## src/rtl/addsub_result_fifo_if.sv

```systemverilog
// Handshake bundle between addr_subtr, the sign-magnitude result FIFO and its sink.
// The FIFO uses the slave modport; the upstream/sink environment uses master.
interface addsub_result_fifo_if #(
  parameter int WIDTH = 4,
  parameter int AW    = 2
);
  logic             in_valid;
  logic             in_ready;
  logic [WIDTH-1:0] sum_diff;
  logic             br_ca_out;
  logic             mode;
  logic             out_valid;
  logic             out_ready;
  logic [WIDTH:0]   out_mag;
  logic             out_neg;
  logic             out_mode;
  logic [AW:0]      count;

  modport master (
    output in_valid, sum_diff, br_ca_out, mode, out_ready,
    input  in_ready, out_valid, out_mag, out_neg, out_mode, count
  );

  modport slave (
    input  in_valid, sum_diff, br_ca_out, mode, out_ready,
    output in_ready, out_valid, out_mag, out_neg, out_mode, count
  );
endinterface

```

## src/rtl/addsub_result_fifo.sv

```systemverilog
// Converts addr_subtr results to sign-magnitude form and queues them in a small
// valid/ready FIFO so the sink never has to re-derive a negative magnitude.
module addsub_result_fifo #(
  parameter int WIDTH = 4,
  parameter int DEPTH = 4,
  parameter int AW    = 2
) (
  input logic                 clk,
  input logic                 rst,
  addsub_result_fifo_if.slave bus
);

  localparam int            EW   = WIDTH + 3;
  localparam logic [AW:0]   FULL = (AW+1)'(DEPTH);

  logic [AW-1:0]  wr_ptr_q, wr_ptr_d;
  logic [AW-1:0]  rd_ptr_q, rd_ptr_d;
  logic [AW:0]    count_q, count_d;
  logic [EW-1:0]  mem_q [DEPTH];
  logic [EW-1:0]  head;
  logic           push, pop;
  logic [WIDTH:0] conv_mag;
  logic           conv_neg;

  always_comb begin
    conv_mag = {bus.br_ca_out, bus.sum_diff};
    conv_neg = 1'b0;
    if (bus.mode) begin
      if (bus.br_ca_out) begin
        conv_mag = {1'b0, bus.sum_diff};
      end else begin
        // A<B: the upstream difference is two's complement, so negate it back
        conv_mag = {1'b0, WIDTH'((~bus.sum_diff) + WIDTH'(1))};
        conv_neg = 1'b1;
      end
    end
    if (conv_mag == '0) begin
      conv_neg = 1'b0;
    end
  end

  // in_ready looks only at the registered count, so a full FIFO refuses a push
  // even when the sink pops in the same cycle.
  assign bus.in_ready  = (count_q != FULL);
  assign bus.out_valid = (count_q != '0);
  assign push          = bus.in_valid & bus.in_ready;
  assign pop           = bus.out_valid & bus.out_ready;

  always_comb begin
    wr_ptr_d = wr_ptr_q;
    rd_ptr_d = rd_ptr_q;
    count_d  = count_q;
    if (push) begin
      wr_ptr_d = wr_ptr_q + AW'(1);
    end
    if (pop) begin
      rd_ptr_d = rd_ptr_q + AW'(1);
    end
    case ({push, pop})
      2'b10:   count_d = count_q + (AW+1)'(1);
      2'b01:   count_d = count_q - (AW+1)'(1);
      default: count_d = count_q;
    endcase
  end

  always_ff @(posedge clk) begin
    if (rst) begin
      wr_ptr_q <= '0;
      rd_ptr_q <= '0;
      count_q  <= '0;
    end else begin
      wr_ptr_q <= wr_ptr_d;
      rd_ptr_q <= rd_ptr_d;
      count_q  <= count_d;
    end
  end

  // Storage needs no reset: nothing is visible unless count says so.
  always_ff @(posedge clk) begin
    if (push) begin
      mem_q[wr_ptr_q] <= {bus.mode, conv_neg, conv_mag};
    end
  end

  assign head         = mem_q[rd_ptr_q];
  assign bus.out_mag  = bus.out_valid ? head[WIDTH:0] : '0;
  assign bus.out_neg  = bus.out_valid & head[WIDTH+1];
  assign bus.out_mode = bus.out_valid & head[WIDTH+2];
  assign bus.count    = count_q;

endmodule

```

## src/flat_wrapper.sv

```systemverilog
// flat-port wrapper written by rule: the top's interface ports become plain ports
module addsub_result_fifo_flat 
#(
  parameter int WIDTH = 4,
  parameter int DEPTH = 4,
  parameter int AW    = 2
)
  (clk, rst, bus_in_valid, bus_sum_diff, bus_br_ca_out, bus_mode, bus_out_ready, bus_in_ready, bus_out_valid, bus_out_mag, bus_out_neg, bus_out_mode, bus_count);
  addsub_result_fifo_if #(.WIDTH(WIDTH), .AW(AW)) bus_i ();
  input logic clk;
  input logic rst;
  input wire logic [$bits(bus_i.in_valid)-1:0] bus_in_valid;
  input wire logic [$bits(bus_i.sum_diff)-1:0] bus_sum_diff;
  input wire logic [$bits(bus_i.br_ca_out)-1:0] bus_br_ca_out;
  input wire logic [$bits(bus_i.mode)-1:0] bus_mode;
  input wire logic [$bits(bus_i.out_ready)-1:0] bus_out_ready;
  output wire logic [$bits(bus_i.in_ready)-1:0] bus_in_ready;
  output wire logic [$bits(bus_i.out_valid)-1:0] bus_out_valid;
  output wire logic [$bits(bus_i.out_mag)-1:0] bus_out_mag;
  output wire logic [$bits(bus_i.out_neg)-1:0] bus_out_neg;
  output wire logic [$bits(bus_i.out_mode)-1:0] bus_out_mode;
  output wire logic [$bits(bus_i.count)-1:0] bus_count;
  assign bus_i.in_valid = bus_in_valid;
  assign bus_i.sum_diff = bus_sum_diff;
  assign bus_i.br_ca_out = bus_br_ca_out;
  assign bus_i.mode = bus_mode;
  assign bus_i.out_ready = bus_out_ready;
  assign bus_in_ready = bus_i.in_ready;
  assign bus_out_valid = bus_i.out_valid;
  assign bus_out_mag = bus_i.out_mag;
  assign bus_out_neg = bus_i.out_neg;
  assign bus_out_mode = bus_i.out_mode;
  assign bus_count = bus_i.count;
  addsub_result_fifo #(.WIDTH(WIDTH), .DEPTH(DEPTH), .AW(AW)) u_core (.clk(clk), .rst(rst), .bus(bus_i));
endmodule
```

## config.mk

```make
export PLATFORM = sky130hd
export DESIGN_NAME = addsub_result_fifo_flat
export DESIGN_NICKNAME = d
export VERILOG_FILES = /design/src/rtl/addsub_result_fifo_if.sv /design/src/rtl/addsub_result_fifo.sv /design/src/flat_wrapper.sv
export SDC_FILE = /design/constraint.sdc
export NUM_CORES = 1
export LEC_CHECK = 0
export CAP_MARGIN = 40
export CORE_MARGIN = 2
export CORE_UTILIZATION = 50
export CTS_BUF_LIST = sky130_fd_sc_hd__clkbuf_8 sky130_fd_sc_hd__clkbuf_16
export CTS_CLUSTER_SIZE = 40
export DETAILED_ROUTE_END_ITERATION = 12
export GPL_ROUTABILITY_DRIVEN = 1
export PLACE_DENSITY = 0.72
export SLEW_MARGIN = 30
export SYNTH_ARGS = -nofsm -noshare
export SYNTH_HDL_FRONTEND = slang
export SYNTH_SLANG_ARGS = --single-unit
```

## constraint.sdc

```tcl
create_clock -name clk -period 2.05 [get_ports clk]
set_input_delay 0.41 -clock clk [delete_from_list [all_inputs] [get_ports clk]]
set_output_delay 0.41 -clock clk [all_outputs]
set_load 0.03 [all_outputs]
```

== Word level (Yosys, flattened, before mapping) ==
Memory sizes are Yosys's and may differ from the RTL's. A register that Yosys moved wholly into a read port is not among the register bits.
Index checks and enable logic that the tools add are counted.

* Register bits: 7
* Latch bits: 0
* Bits in writable memories: 28
* ROM bits: 0
* Bits of input ports: 10
* Output and inout bits: 12
* Logic and storage cells: 31
* Memories: 1

* Add/subtract/negate cells: 5
* Multipliers: 0
* Div/mod/pow operators: 0
* $lt $le $gt $ge: 0
* Equal/unequal tests: 3
* Shifts and indexed selects: 0
* Mux-type cells: 11
* Bitwise gates (word level): 5
* Reduce and logical (&&, ||, !) cells: 3

{| class="wikitable"
|+ Memory list
! name !! depth !! bits a word !! read ports !! clocked after memory_dff !! write ports !! RTL line !! RTL
|-
| u_core.mem_q || 4 || 7 || 1 || 1 || 1 || addsub_result_fifo.sv:19 || <nowiki>logic [EW-1:0] mem_q [DEPTH];</nowiki>
|}

{| class="wikitable"
|+ Operators by type and width
! operator !! number
|-
| 5-bit 2-to-1 mux || 2
|-
| 3-bit case mux with 2 select lines || 1
|-
| 5-bit zero test || 1
|-
| 1-bit 2-to-1 mux || 5
|-
| 2-bit by 1-bit adder with 2-bit output (second input constant) || 2
|-
| 4-bit by 1-bit adder with 4-bit output (second input constant) || 1
|-
| 1-bit bitwise AND || 4
|-
| 2-bit 2-to-1 mux || 2
|-
| 4-bit 2-to-1 mux || 1
|-
| 4-bit NOT || 1
|-
| 3-bit by 1-bit adder with 3-bit output (second input constant) || 1
|-
| 3-bit != test (second input constant) || 1
|-
| 3-bit nonzero test || 1
|-
| 3-bit by 1-bit subtractor with 3-bit output (second input constant) || 1
|-
| 2-bit by 1-bit == test with 1-bit output (second input constant) || 1
|-
| 2-bit == test (second input constant) || 1
|-
| 2-bit nonzero test || 1
|}

== Depth between registers and ports, before layout ==
Gate-level depths: netlist (run 1).

* Depth in word-level cells: 6
* Depth in mapped cells: 9
* Depth with buffers taken out: 9

== Worst setup path before layout (run 1) ==
OpenSTA, ideal clock, no wires.

* Path type: register to register
* From: register u_core.count_q[1] (netlist: u_core.bus.count[1])
* To: register u_core.count_q[2] (netlist: u_core.bus.count[2])
* Setup time: 70 ps
* Arrival time: 1970 ps
* Required time: 1980 ps
* Slack: 10 ps
* Cell stages (with the launch flop): 10
* Path buffers: 0
* Clock period less this slack: 2040 ps
* Path through: dfxtp_1 -> nor2_1 -> a21boi_2 -> inv_1 -> ha_1 -> inv_1 -> fa_1 -> xor2_1 -> or3_1 -> a21oi_1

* Longest elaborated chain between the ends: 4
* Elaborated cells on any way between the ends: 10
* Classes of those cells: add/sub: 2; eq/ne: 3; mux: 1; bitwise: 2; reduce/logical: 2

{| class="wikitable"
|+ RTL lines
! element !! RTL line !! RTL
|-
| start: declaration || addsub_result_fifo.sv:18 || <nowiki>logic [AW:0] count_q, count_d;</nowiki>
|-
| start signal: assignment || addsub_result_fifo.sv:74 || <nowiki>count_q <= count_d;</nowiki>
|-
| 3-bit != test or 3-bit nonzero test (tied branches) || addsub_result_fifo.sv:44, addsub_result_fifo.sv:45 ||
|-
| 1-bit bitwise AND, on equally long branches || addsub_result_fifo.sv:46, addsub_result_fifo.sv:47 ||
|-
| 2-bit by 1-bit == test with 1-bit output or 2-bit == test (tied branches) || addsub_result_fifo.sv:59 || <nowiki>case ({push, pop})</nowiki>
|-
| 3-bit case mux with 2 select lines or 2-bit nonzero test (tied branches) || n/a ||
|}

Parallel ways exist; a longest one is shown, timed or not.
A chain may end at the register's enable or synchronous reset.

== Final worst setup path (run 1) ==
Same ends and word-level chain as after synthesis.

==> results of run 1 <==
## cell usage after synthesis, drive strengths merged
cell	count
o21ai	2
clkbuf	2
xnor2	1
mux2	2
ha	6
nor4	1
inv	10
buf	1
nor2	10
a21oi	3
edfxtp	28
fa	1
nand2b	3
mux2i	1
xor2	5
dfxtp	9
nor2b	8
or3	2
a211oi	1
mux4	7
a21boi	1
nor3	2
o31ai	1
and2	4
nand2	3
nor4b	1
## layer usage
layer / wire (um) / track usage (%) / part of all wire, % / vias up
met5: 0 / 0 / 0 / -
met3: 95 / 3.782 / 3.3 / 8
li1: - / - / - / 479
met1: 1239 / 22.30 / 43 / 488
met4: 63 / 10.03 / 2.2 / 0
met2: 1491 / 31.76 / 52 / 18
## final timing paths
check	startpoint	endpoint	slack (ps)	cells after the start
worst min-delay path	u_core.rd_ptr_q[1]	u_core.rd_ptr_q[1]	500	2
worst max-delay path	u_core.bus.count[1]	u_core.bus.count[2]	50	9
worst min register to register	u_core.rd_ptr_q[1]	u_core.rd_ptr_q[1]	500	2
worst max register to register	u_core.bus.count[1]	u_core.bus.count[2]	50	9
## logic make-up after synthesis
family	Yosys count
compound gates	8
xor+xnor	6
mux	10
buf+inv	13
flops	37
fa+ha+maj	7
simple gates	34
## metrics by stage
step                power, W  area (um^2)
floorplan           0.001653         1648
global placement    0.002068         1991
CTS                 0.002618         2061
detailed placement  0.002104         1991
finish              0.002651         2120
global route        0.002794         2120
## sequential cells by signal, summed over array words and instances (netlist names), named ones only
signal            cells
u_core.mem_q         28
u_core.bus.count      3
u_core.rd_ptr_q       2
u_core.wr_ptr_q       2
## area by class of cell
cell class                      count  area [um^2]  area share, %
Inverter                           10        37.54          1.771
Clock inverter                      3        37.54          1.771
Sequential cell                    37         1026          48.41
Clock buffer                        5        68.82          3.247
Multi-Input combinational cell     65        608.1          28.69
Timing Repair Buffer               32        286.5          13.52
Tap cell                           44        55.05          2.597
## worst register-to-register path, cell delays in order, from the launching register on
cell      delay [ps]
dfxtp_2          370
nor2_4           130
a21boi_2          70
inv_1             60
ha_2             180
inv_2             40
fa_2             370
xor2_2           190
or3_4            390
a21oi_2          120
## where the power goes
group | switching, W | internal [W] | total, W | leakage, nW
Clock | 0.000237 | 0.000354 | 0.000591 | 0.0570
Combinational | 0.000572 | 0.000476 | 0.00105 | 0.417
Sequential | 0.0000823 | 0.000930 | 0.00101 | 0.334
## timing repair
| action | CTS | global route |
|---|---|---|
| buffers inserted | 0 | 2 |
| endpoints found under the setup margin | 8 | 3 |
| gates resized for setup | 36 | 15 |
| pin swaps | 0 | 5 |
==> impl_metrics.tcl, run 1 <==
set metrics [dict create \
    outcome "finished, final reports clean" \
    crit_buf_inv 2 \
    layout_commonest_cell "edfxtp_1" \
    drt.antenna.violating_nets 0 \
    fin_worst_skew_ps 5.934 \
    synth_top_area_cell "edfxtp_1" \
    avgSynthCellArea_um2 14.33 \
    syn_area_um2 1648 \
    path_cells "nor2_4 > a21boi_2 > inv_1 > ha_2 > inv_2 > fa_2 > xor2_2 > or3_4 > a21oi_2" \
    ys_ff_latch 37 \
    critPathLaunchType "flip-flop" \
    slew_violations 0 \
    nets 168 \
    io_buffers 21 \
    hp-class "reg -> reg" \
    via_count 993 \
    postLayoutCoreUtil_pct 68.31 \
    drc_errors 0 \
    overflow 0 \
    worstPathArrival_ps 2200 \
    fin_hold_ws_ps 498.4 \
    p_leak_nw 0.8075 \
    gr-usage-all-layers_pct 18.66 \
    fmaxAchievable_mhz 500.5 \
    antenna_found_initial 0 \
    clockRootBuffer "clkbuf_8" \
    cts_num_sinks 37 \
    synthAdderAreaFrac_pct 5.771 \
    hold_violations 0 \
    ctsHoldBuffers 0 \
    fin_crit_ps 1998 \
    syn2layout_area_growth_pct 28.63 \
    maxCapViolCount 0 \
    grt_max_degree 12 \
    grt_pass1_wl_mm 4.719 \
    max-slew-margin-rel_pct 71.17 \
    synth_compound_area_share_pct 3.113 \
    cts_tree "done" \
    gp_congestion 0.7585 \
    grt_pass1_vias 1017 \
    synth_top_area_share_pct 51.03 \
    worstSetupPathType "reg -> reg" \
    setup_viol 0 \
    synthXorXnorAreaFrac_pct 3.189 \
    layout_worst_path_cycle_share_pct 97.46 \
    synth_top_family_by_area "multiplexers" \
    n_fill_cell 244 \
    yosysSeqAreaShare_pct 61.96 \
    fp-row-count 20 \
    die-width_um 61.41 \
    yosys_warnings 0 \
    drive_gt1_share_pct 30.26 \
    powerDensity_nw_per_um2 1251 \
    final_cell_mix "28 x edfxtp_1, 11 x clkdlybuf4s50_1, 10 x inv_1, 9 x nor2_1, 9 x buf_4" \
    htree_levels 2 \
    clkTransAtPathRegs_ps 60 \
    ios 22 \
    end_kind "flip-flop" \
    yosys.area_share.simple_pct 11.24 \
    crit_family "adder cells" \
    synth_cell_types 29 \
    drtIter0Drc 30 \
    synthTopCellsByArea "edfxtp_1 51%, dfxtp_1 11%, mux4_2 9.6%, ha_1 4.6%, nor2b_1 3.0%" \
    diodes 0 \
    fin_setup_tns_ps 0 \
    start_util_pct 53.10 \
    first_pass_iters 3 \
    peakVddDrop_mv 0.5816 \
    die_h_um 61.41 \
    instances_no_fill 196 \
    core_um2 3103 \
    dp_hpwl_mm 2.056 \
    synthMuxAreaShare_pct 11.54 \
    drt-total-wl_mm 2.890 \
    avgRoutedWirePerCell_um 14.74 \
    cts_buffers 5 \
    dpl_worst_slack_ps -267.2 \
    dp.cells 186 \
    fin_ws_ps 52.01 \
    cts_buffer_depth 2 \
    slowest_delay_ps 390 \
    syn_inst 115 \
    cp.required_ps 2260 \
    insertion_delay_ps 280 \
    slowest_stage "or3_4" \
    crit_fanout 6 \
    tightest_slew_ps 429.8 \
    viasPerCell 5.066 \
    syn_nets 132 \
    die-area_um2 3771 \
]
Power figures use the tool's default switching activity.
==> run 2: changes to the inputs <==
- CAP_MARGIN: 40 -> 30
==> results of run 2 <==
The final DEF is identical to that of run 1; final timing and power are the same.
==> run 3: changes to the inputs <==
- CORE_UTILIZATION: 50 -> 33
- CTS_CLUSTER_SIZE: 40 -> 20
- PLACE_DENSITY: 0.72 -> 0.5
==> run 3 against run 2 <==
Die area rose by 48%. Combinational power about the same. Largest cell class unchanged. Critical path type is now reg -> out. Highest routed layer unchanged. Flip-flop and latch count stayed put.
==> impl_metrics.tcl, run 3 (same netlist as run 1, synthesis figures left out) <==
set metrics [dict create \
    outcome "finished, final reports clean" \
    cts_buffers 5 \
    avgRoutedWirePerCell_um 13.40 \
    worstPathArrival_ps 1550 \
    maxCapViolCount 0 \
    dp.cells 214 \
    die-area_um2 5575 \
    rsz0062_at_grt "yes" \
    hold_path_depth 2 \
    dp_hpwl_mm 2.206 \
    via_count 975 \
    htree_levels 2 \
    peakVddDrop_mv 0.3070 \
    cts_num_sinks 37 \
    fin_crit_ps 1964 \
    clkTransAtPathRegs_ps 60 \
    hold_violations 0 \
    regMostFlops "u_core.mem_q" \
    reg2reg_slack_ps 150 \
    worstSetupPathType "reg -> out" \
    drive_gt1_share_pct 27.10 \
    nets 171 \
    rr_endpoint "u_core.bus.count[2]" \
    slew_violations 0 \
    first_pass_iters 4 \
    grt_pass1_wl_mm 4.712 \
    fp-row-count 25 \
    cp.required_ps 1640 \
    end_kind "primary output" \
    hold_start "u_core.wr_ptr_q[1]" \
    tightest_slew_ps 418.1 \
    drt-total-wl_mm 2.975 \
    r2r_cells 9 \
    gp_congestion 0.7272 \
    post_cts.repair.setup_buffers 0 \
    instances_no_fill 222 \
    critPathLaunchType "flip-flop" \
    largest_reg_flops 28 \
    powerDensity_nw_per_um2 1173 \
    final_cell_mix "28 x edfxtp_1, 12 x inv_1, 11 x clkdlybuf4s50_1, 9 x nor2_1, 9 x buf_4" \
    overflow 0 \
    max-slew-margin-rel_pct 71.96 \
    crit_fanout 7 \
    fin_setup_tns_ps 0 \
    die_h_um 74.67 \
    drtIter0Drc 55 \
    p_leak_nw 0.8170 \
    io_buffers 21 \
    layout_commonest_cell "edfxtp_1" \
    grt_max_degree 12 \
    cts_buffer_depth 2 \
    dpl_worst_slack_ps -282.7 \
    fmaxAchievable_mhz 509.1 \
    hp-class "reg -> reg" \
    die-width_um 74.67 \
    ios 22 \
    min_delay_worst_endpoint "u_core.wr_ptr_q[1]" \
    clockRootBuffer "clkbuf_8" \
    drt.antenna.violating_nets 0 \
    syn2layout_area_growth_pct 31.51 \
    setup_viol 0 \
    crit-reg2reg-launch "u_core.bus.count[0]" \
    insertion_delay_ps 280 \
    cts_tree "done" \
    drc_errors 0 \
    fin_worst_skew_ps 10.32 \
    antenna_found_initial 0 \
    diodes 0 \
    gr-usage-all-layers_pct 12.06 \
    total_power_w 0.002541 \
    grt_pass1_vias 974 \
    fin_ws_ps 85.69 \
    start_util_pct 34.66 \
    viasPerCell 4.392 \
    layout_worst_path_cycle_share_pct 95.82 \
    core_um2 4755 \
    n_fill_cell 462 \
]
==> run 3: worst max path at each step <==
stage                     slack (ps)  cells past startpoint                start                  end
after global routing              -3                      9         bus_in_valid  u_core.bus.count[2]
after CTS                          6                      9        bus_out_ready  u_core.bus.count[2]
after global placement          -220                      9        bus_out_ready  u_core.bus.count[2]
final                             90                      4            flip-flop       bus_out_mag[0]
after floorplan                   10                      9  u_core.bus.count[1]  u_core.bus.count[2]
after detailed placement        -280                      9        bus_out_ready  u_core.bus.count[2]
==> run 3: stage by stage <==
stage / hold slack [ps] / util, % / cell area (um^2)
2_1_floorplan: 464.7 / - / 1648
3_3_place_gp: 480.9 / 44.05 / 2095
3_5_place_dp: 516.1 / 44.05 / 2095
4_1_cts: 524.9 / 45.18 / 2148
5_1_grt: 553.7 / 45.58 / 2167
6_report: 525.6 / 45.58 / 2167
==> run 3: timing repair <==
action / 4_1_cts / 5_1_grt
hold buffers: 0 / 0
resized for setup: 36 / 7
setup endpoints to repair: 8 / 5
==> run 3: worst max-delay path, cell delays in order, from the launching register on <==
cell,delay [ps]
dfxtp_2,340
buf_12,130
mux4_2,480
nor2b_1,140
buf_2,180
==> run 3: layout make-up <==
class / instances / area [um^2] / share of cell area, %
multi-input combinational: 65 / 586.8 / 27.08
sequential: 37 / 1022 / 47.17
tap: 67 / 83.83 / 3.868
inverter: 10 / 37.54 / 1.732
clock buffer: 6 / 82.58 / 3.811
timing repair buffer: 35 / 346.6 / 15.99
clock inverter: 2 / 7.507 / 0.3464
==> run 3: power breakdown <==
part / internal, W / leakage [nW] / switching, W / total [W]
clock network: 0.000264 / 0.0538 / 0.000230 / 0.000494
logic: 0.000482 / 0.431 / 0.000565 / 0.00105
registers: 0.000925 / 0.333 / 0.0000764 / 0.00100
total: 0.00167 / 0.817 / 0.000871 / 0.00254
==> run 3: layer usage <==
layer  part of all wire (%)  GRT usage [%]
met5                      0              0
met4                    1.5          4.167
met3                    4.3          4.552
met2                     49          20.35
met1                     45          14.20
==> patch 1: new RTL, config.mk and constraints of run 1 <==
`WIDTH` is set to 4 in 3 places; all go to 6.
--- a/src/rtl/addsub_result_fifo_if.sv
+++ b/src/rtl/addsub_result_fifo_if.sv
@@ -2,5 +2,5 @@
 // The FIFO uses the slave modport; the upstream/sink environment uses master.
 interface addsub_result_fifo_if #(
-  parameter int WIDTH = 4,
+  parameter int WIDTH = 6,
   parameter int AW    = 2
 );
--- a/src/rtl/addsub_result_fifo.sv
+++ b/src/rtl/addsub_result_fifo.sv
@@ -2,5 +2,5 @@
 // valid/ready FIFO so the sink never has to re-derive a negative magnitude.
 module addsub_result_fifo #(
-  parameter int WIDTH = 4,
+  parameter int WIDTH = 6,
   parameter int DEPTH = 4,
   parameter int AW    = 2
--- a/src/flat_wrapper.sv
+++ b/src/flat_wrapper.sv
@@ -2,5 +2,5 @@
 module addsub_result_fifo_flat 
 #(
-  parameter int WIDTH = 4,
+  parameter int WIDTH = 6,
   parameter int DEPTH = 4,
   parameter int AW    = 2
Ports: changed (resized bus_out_mag and bus_sum_diff); port bits go from 22 to 26. No check against the original RTL was run, so the function may have changed too.
==> patch 1 against run 1 <==
  * The run now ends with negative setup slack left
  * Power up 33%
  * Sequential cell count rose by 8
  * Area after synthesis up 19%
  * Non-clock buffer count up 22
  * Final area up 27%
  * Core utilization increased by 3.8 points
  * Count of clock-buffer cells in the layout unchanged
  * Worst setup slack worse by 140 ps
  * Wire length increased by 37%
  * Critical endpoint unchanged
  * Largest power group unchanged
  * Highest routed layer unchanged
==> patch 1: results (changes against run 1) <==
[metrics] run status: finished with violations
[metrics] failing checks: negative setup slack
[metrics] peak ir drop on the vdd network: 0.617 mV (+6.1%)
[metrics] Filler cells: 259 (+6.1%)
[metrics] biggest area contributors in the synthesized netlist: sky130_fd_sc_hd__edfxtp_1, sky130_fd_sc_hd__mux4_2, sky130_fd_sc_hd__dfxtp_1
[metrics] count of flip-flops with a built-in enable after synthesis: 36 (+29%)
[metrics] later-pin clock latency in the skew report: 300 ps (+20 ps)
[metrics] number of buffers created by CTS: 5 (unchanged)
[metrics] Leak Pwr: 1.02 nW (+26%)
[metrics] horizontal extent of the die: 66.7 µm (+8.6%)
[metrics] detailed placement HPWL: 2.81 mm (+37%)
[metrics] Cells on Worst Hold Path: 2 (unchanged)
[metrics] Placement Setup Slack: -211 ps (+56.0 ps)
[metrics] number of nets in the final layout: 206 (+23%)
[metrics] arrival time reported for the critical path endpoint: 2360 ps (+160 ps)
[metrics] proportion of synthesized chip area in sequential cells: 64.2% (+2.2 points)
[metrics] detailed-routing iteration count for the pre-antenna-repair pass: 4 (+1)
[metrics] Reg clk slew, reported paths: 90 ps (+30 ps)
[metrics] number of vias per cell: 5.28 (+4.1%)
[metrics] transition time of the tightest slew-check pin: 306 ps (-124 ps)
[metrics] overall global routing resource usage: 19.2% (+0.56 points)
[metrics] worst-case clock skew: 4.21 ps (-1.72 ps)
[metrics] maximum net fanout on the critical path: 3 (-3)
[metrics] Synth Net Count: 149 (+13%)
[metrics] Worst Reg-to-Reg Cells: 9 (unchanged)
[metrics] number of input and output port buffers inserted: 25 (+19%)
[metrics] Yosys Warn Count: 0 (unchanged)
[metrics] ratio of cells with drive above 1 in the final layout: 41.5% (+11 points)
[metrics] final setup fails: 2 (+2)
[metrics] most frequent cells after synthesis: sky130_fd_sc_hd__edfxtp_1, sky130_fd_sc_hd__nor2_1, sky130_fd_sc_hd__and2_1
[metrics] final WL: 3.97 mm (+37%)
[metrics] least setup slack across all paths after layout: -83.3 ps (-135 ps)
[metrics] vias in the first global route: 1,303 (+28%)
[metrics] top register by number of flip-flops: u_core.mem_q
[metrics] number of flip-flops in the largest register: 36 (+29%)
[metrics] Iter 0 DRT Violations: 66 (+120%)
[metrics] distinct cell type count after synthesis: 29 (unchanged)
[metrics] last weighted congestion value of the routability-driven placer: 0.784 (+3.3%)
[metrics] largest net degree at the start of global routing: 16 (+4)
[metrics] antenna diode instance count: 0 (unchanged)
[metrics] first-pass GRT wire length: 6.02 mm (+28%)
[metrics] Setup crit start kind: register
[metrics] top_reg_cell synth: sky130_fd_sc_hd__edfxtp_1
==> patch 1: through the flow <==
stage	cells	instance area [µm²]	total power [mW]	util [%]	setup TNS [ps]
global route	236	2680	3.70	72.2	-268
finish	236	2680	3.53	72.2	-87.3
detailed placement	225	2500	2.79	67.4	-2150
CTS	233	2580	3.31	69.5	-215
floorplan	130	1990	2.11	-	-149
global placement	225	2500	2.75	67.4	-1780
==> patch 1: cells by family (layout without fill, tap and decap cells) <==
| logic type | count (synthesis) | in the layout | share of synthesized area (%) |
|---|---|---|---|
| AO/OA/AOI/OAI | 7 | 7 | 2.10 |
| XOR/XNOR | 10 | 10 | 4.46 |
| adder cells (fa/ha/maj) | 7 | 7 | 4.84 |
| buffers and inverters | 12 | 70 | 2.35 |
| flip-flops | 45 | 45 | 64.2 |
| multiplexers | 10 | 10 | 10.9 |
| AND/OR/NAND/NOR | 39 | 39 | 11.2 |
==> patch 1: worst paths after layout <==
kind	endpoint	start	slack, ps
max	u_core.bus.count[2]	u_core.bus.count[0]	-80
min	u_core.wr_ptr_q[1]	u_core.wr_ptr_q[1]	530
max reg2reg	u_core.bus.count[2]	u_core.bus.count[0]	-80
min reg2reg	u_core.wr_ptr_q[1]	u_core.wr_ptr_q[1]	530
==> patch 1: power breakdown <==
group,switching (mW),internal [mW],total [mW]
clock,0.305,0.242,0.547
combinational,0.842,0.926,1.77
sequential,0.0704,1.15,1.22
==> patch 1: worst max-delay path, stage by stage, from the launching register on <==
cell and delay [ps]:
sky130_fd_sc_hd__dfxtp_4 350, sky130_fd_sc_hd__or3b_4 390, sky130_fd_sc_hd__and2_4 160, sky130_fd_sc_hd__inv_4 60, sky130_fd_sc_hd__ha_4 120, sky130_fd_sc_hd__inv_2 30, sky130_fd_sc_hd__fa_2 330, sky130_fd_sc_hd__xor2_1 160
sky130_fd_sc_hd__or3_1 320, sky130_fd_sc_hd__a21oi_1 130
==> patch 1: metal layers <==
metal | up-vias | GRT usage, % | share of wire [%]
met1 | 615 | 22.0 | 40
met2 | 40 | 34.9 | 53
met5 | - | 0 | 0
met4 | 0 | 6.38 | 1.8
met3 | 7 | 4.73 | 4.7
li1 | 583 | - | -
==> patch 1: layout make-up <==
class / instances / area share [%]
flip-flops and latches: 45 / 47.5
multi-input cells: 73 / 26.4
repair buffers: 54 / 19.3
clock buffers: 5 / 2.57
well taps: 48 / 2.24
inverters: 8 / 1.21
clock inverters: 3 / 0.793
==> patch 1: repair_timing <==
item | in CTS | in global routing
pin swaps | 0 | 7
endpoints found under the setup margin | 13 | 15
cloned | 0 | 1
buffers inserted | 0 | 2
gates resized for setup | 55 | 29
==> patch 2: new RTL, settings of run 1 <==
Made on the original files. Make the reset (`rst`) asynchronous in one clocked block.
--- a/src/rtl/addsub_result_fifo.sv
+++ b/src/rtl/addsub_result_fifo.sv
@@ -64,5 +64,5 @@
   end
 
-  always_ff @(posedge clk) begin
+  always_ff @(posedge clk or posedge rst) begin
     if (rst) begin
       wr_ptr_q <= '0;
Function: differs if rst is asserted again (counterexample within 4 cycles, from zero or initial values and one cycle with rst high); with rst held inactive, the same outputs for 10 cycles.
==> patch 2 against run 1 <==
  * The flow now finishes with violations (negative setup slack)
  * Sequential cell count shrank 2
  * Hold slack lost 140 ps
  * Power grew 28%
  * Wire length grew 1.4%
  * Sequential share of layout area shrank 0.27 points
  * Critical path depth grew 1
  * First-iteration DRC count grew 6.7%
  * Final cell count shrank 6.6%
  * Final area is essentially flat
  * Clock power shrank 2%
  * Worst setup slack lost 190 ps
  * Area after synthesis shrank 2.4%
  * Synthesized cell count shrank 13%
  * Die area shrank 2.2%
  * Critical path type unchanged
  * Critical endpoint is now u_core.bus.count[2]
==> patch 2: results (changes against run 1) <==
[metrics] master cell of the clock root buffer: sky130_fd_sc_hd__clkbuf_8
[metrics] proportion of synthesized chip area in sequential cells: 63.1% (+1.2 points)
[metrics] final WL: 2.93 mm (+1.4%)
[metrics] number of H-tree levels: 2 (unchanged)
[metrics] Placement Setup Slack: -141 ps (+127 ps)
[metrics] distinct cell type count after synthesis: 27 (-6.9%)
[metrics] maximum net fanout on the critical path: 2 (-4)
[metrics] detailed-routing iteration count for the pre-antenna-repair pass: 4 (+1)
[metrics] peak ir drop on the vdd network: 0.804 mV (+38%)
[metrics] final routed wire length divided by cell count: 16.0 µm (+8.6%)
[metrics] Leak Pwr: 0.845 nW (+4.6%)
[metrics] worst-case clock skew: 10.3 ps (+4.36 ps)
[metrics] antenna diode instance count: 0 (unchanged)
[metrics] later-pin clock latency in the skew report: 280 ps (about the same)
[metrics] first-pass GRT wire length: 4.87 mm (+3.2%)
[metrics] Yosys Warn Count: 0 (unchanged)
[metrics] Post-synth ARST share: 20.0% (+20 points)
[metrics] # placed instances: 175 (-5.9%)
[metrics] Reg clk slew, reported paths: roughly 70 ps
[metrics] number of vias per cell: 4.98 (-1.6%)
[metrics] Hold Path Class: input port to asynchronous set/reset pin
[metrics] least setup slack across all paths after layout: -134 ps (-186 ps)
[metrics] number of flip-flops in the largest register: 28 (unchanged)
[metrics] last weighted congestion value of the routability-driven placer: 0.735 (-3.2%)
[metrics] biggest area contributors in the synthesized netlist: sky130_fd_sc_hd__edfxtp_1, sky130_fd_sc_hd__dfrtp_1, sky130_fd_sc_hd__mux4_2
[metrics] most frequent cells after synthesis: sky130_fd_sc_hd__edfxtp_1, sky130_fd_sc_hd__inv_1, sky130_fd_sc_hd__and2_1, sky130_fd_sc_hd__dfrtp_1, sky130_fd_sc_hd__mux4_2
[metrics] number of buffers created by CTS: 5 (unchanged)
[metrics] largest net degree at the start of global routing: 11 (-1)
[metrics] number of nets in the final layout: 156 (-7.1%)
[metrics] arrival time reported for the critical path endpoint: 2380 ps (+180 ps)
[metrics] final setup fails: 1 (+1)
[metrics] Synth Net Count: 117 (-11%)
[metrics] antenna violations before repair: 0 (unchanged)
[metrics] maximum clock frequency: 458 MHz (-8.5%)
[metrics] run status: finished with violations
[metrics] detailed placement HPWL: 2.13 mm (+3.4%)
[metrics] Synth Area per Inst: 16.1 µm² (+12%)
[metrics] failing checks: negative setup slack
[metrics] Iter 0 DRT Violations: 32 (+6.7%)
[metrics] count of flip-flops with a built-in enable after synthesis: 28 (unchanged)
[metrics] placed cell area: 1970 µm² (-1.0%)
[metrics] number of input and output port buffers inserted: 21 (unchanged)
[metrics] Filler cells: 216 (-11%)
[metrics] overall global routing resource usage: 19.5% (+0.88 points)
[metrics] ratio of cells with drive above 1 in the final layout: 42.4% (+12 points)
[metrics] vias in the first global route: 1,007 (-0.98%)
[metrics] transition time of the tightest slew-check pin: 398 ps (-31.8 ps)
[metrics] top register by number of flip-flops: u_core.mem_q
[metrics] Max Root-Sink Buffers: 2 (unchanged)
patch 2: worst paths after layout:
check / slack (ps) / endpoint / start / cells after the start
worst min-delay path: 350 / u_core.rd_ptr_q[0] / rst / 2
worst max register to register: -130 / u_core.bus.count[2] / u_core.bus.count[1] / 10
min in group clk: 560 / u_core.bus.count[2] / u_core.bus.count[2] / 2
worst min register to register: 560 / u_core.bus.count[2] / u_core.bus.count[2] / 2
max in group asynchronous: 1450 / u_core.bus.count[2] / rst / 2
worst max-delay path: -130 / u_core.bus.count[2] / u_core.bus.count[1] / 10
patch 2: report_power, final:
group / switching (mW) / total, mW / internal [mW]
combinational: 0.825 / 1.74 / 0.910
clock: 0.227 / 0.578 / 0.351
sequential: 0.113 / 1.09 / 0.980
total: 1.16 / 3.41 / 2.24
patch 2: cells by family after synthesis:
family	Yosys count	synth area share (%)
AOI/OAI and AO/OA	2	0.621
xor gates and xnor gates	9	4.90
adders and majority gates	7	5.91
buffers and inverters	12	3.34
DFF	35	63.1
muxes	10	12.1
and+or+nand+nor	25	10.0
patch 2: through the flow:
step	setup TNS, ps	hold slack [ps]
finish	-134	355
global route	-251	387
CTS	-261	367
detailed placement	-1050	545
global placement	-747	546
floorplan	-185	213
patch 2: worst max-delay path, stage by stage (launching register included):
cell                      delay (ps)
sky130_fd_sc_hd__dfrtp_2         420
sky130_fd_sc_hd__buf_6           120
sky130_fd_sc_hd__or3b_4          370
sky130_fd_sc_hd__and2_4          160
sky130_fd_sc_hd__inv_4            50
sky130_fd_sc_hd__ha_4            120
sky130_fd_sc_hd__inv_2            30
sky130_fd_sc_hd__fa_2            320
sky130_fd_sc_hd__xor2_1          150
sky130_fd_sc_hd__nor2_1          190
sky130_fd_sc_hd__xor2_1          160
patch 2: area by class of cell:
class,count,area [µm²],share of cell area [%]
sequential,35,1020,48.1
multi-input combinational,53,576,27.2
timing repair buffer,35,329,15.5
clock buffer,5,68.8,3.25
tap,44,55.1,2.60
inverter,9,36.3,1.71
clock inverter,2,33.8,1.59
patch 2: metal layers:
layer | vias up | share of wire [%] | global-route usage [%] | wire [µm]
li1 | 434 | - | - | -
met1 | 457 | 43 | 23.2 | 1250
met2 | 19 | 53 | 34.1 | 1560
met3 | 2 | 3.8 | 4.48 | 112
met4 | 0 | 0.48 | 8.39 | 14
met5 | - | 0 | 0 | 0
patch 2: what timing repair did:
action,4_1_cts,5_1_grt
gates resized for setup,55,15
gates cloned,0,0
buffers inserted,1,2
setup endpoints to repair,11,9
pin swaps,4,6
endpoints found under the hold margin,0,0
hold buffers,0,0
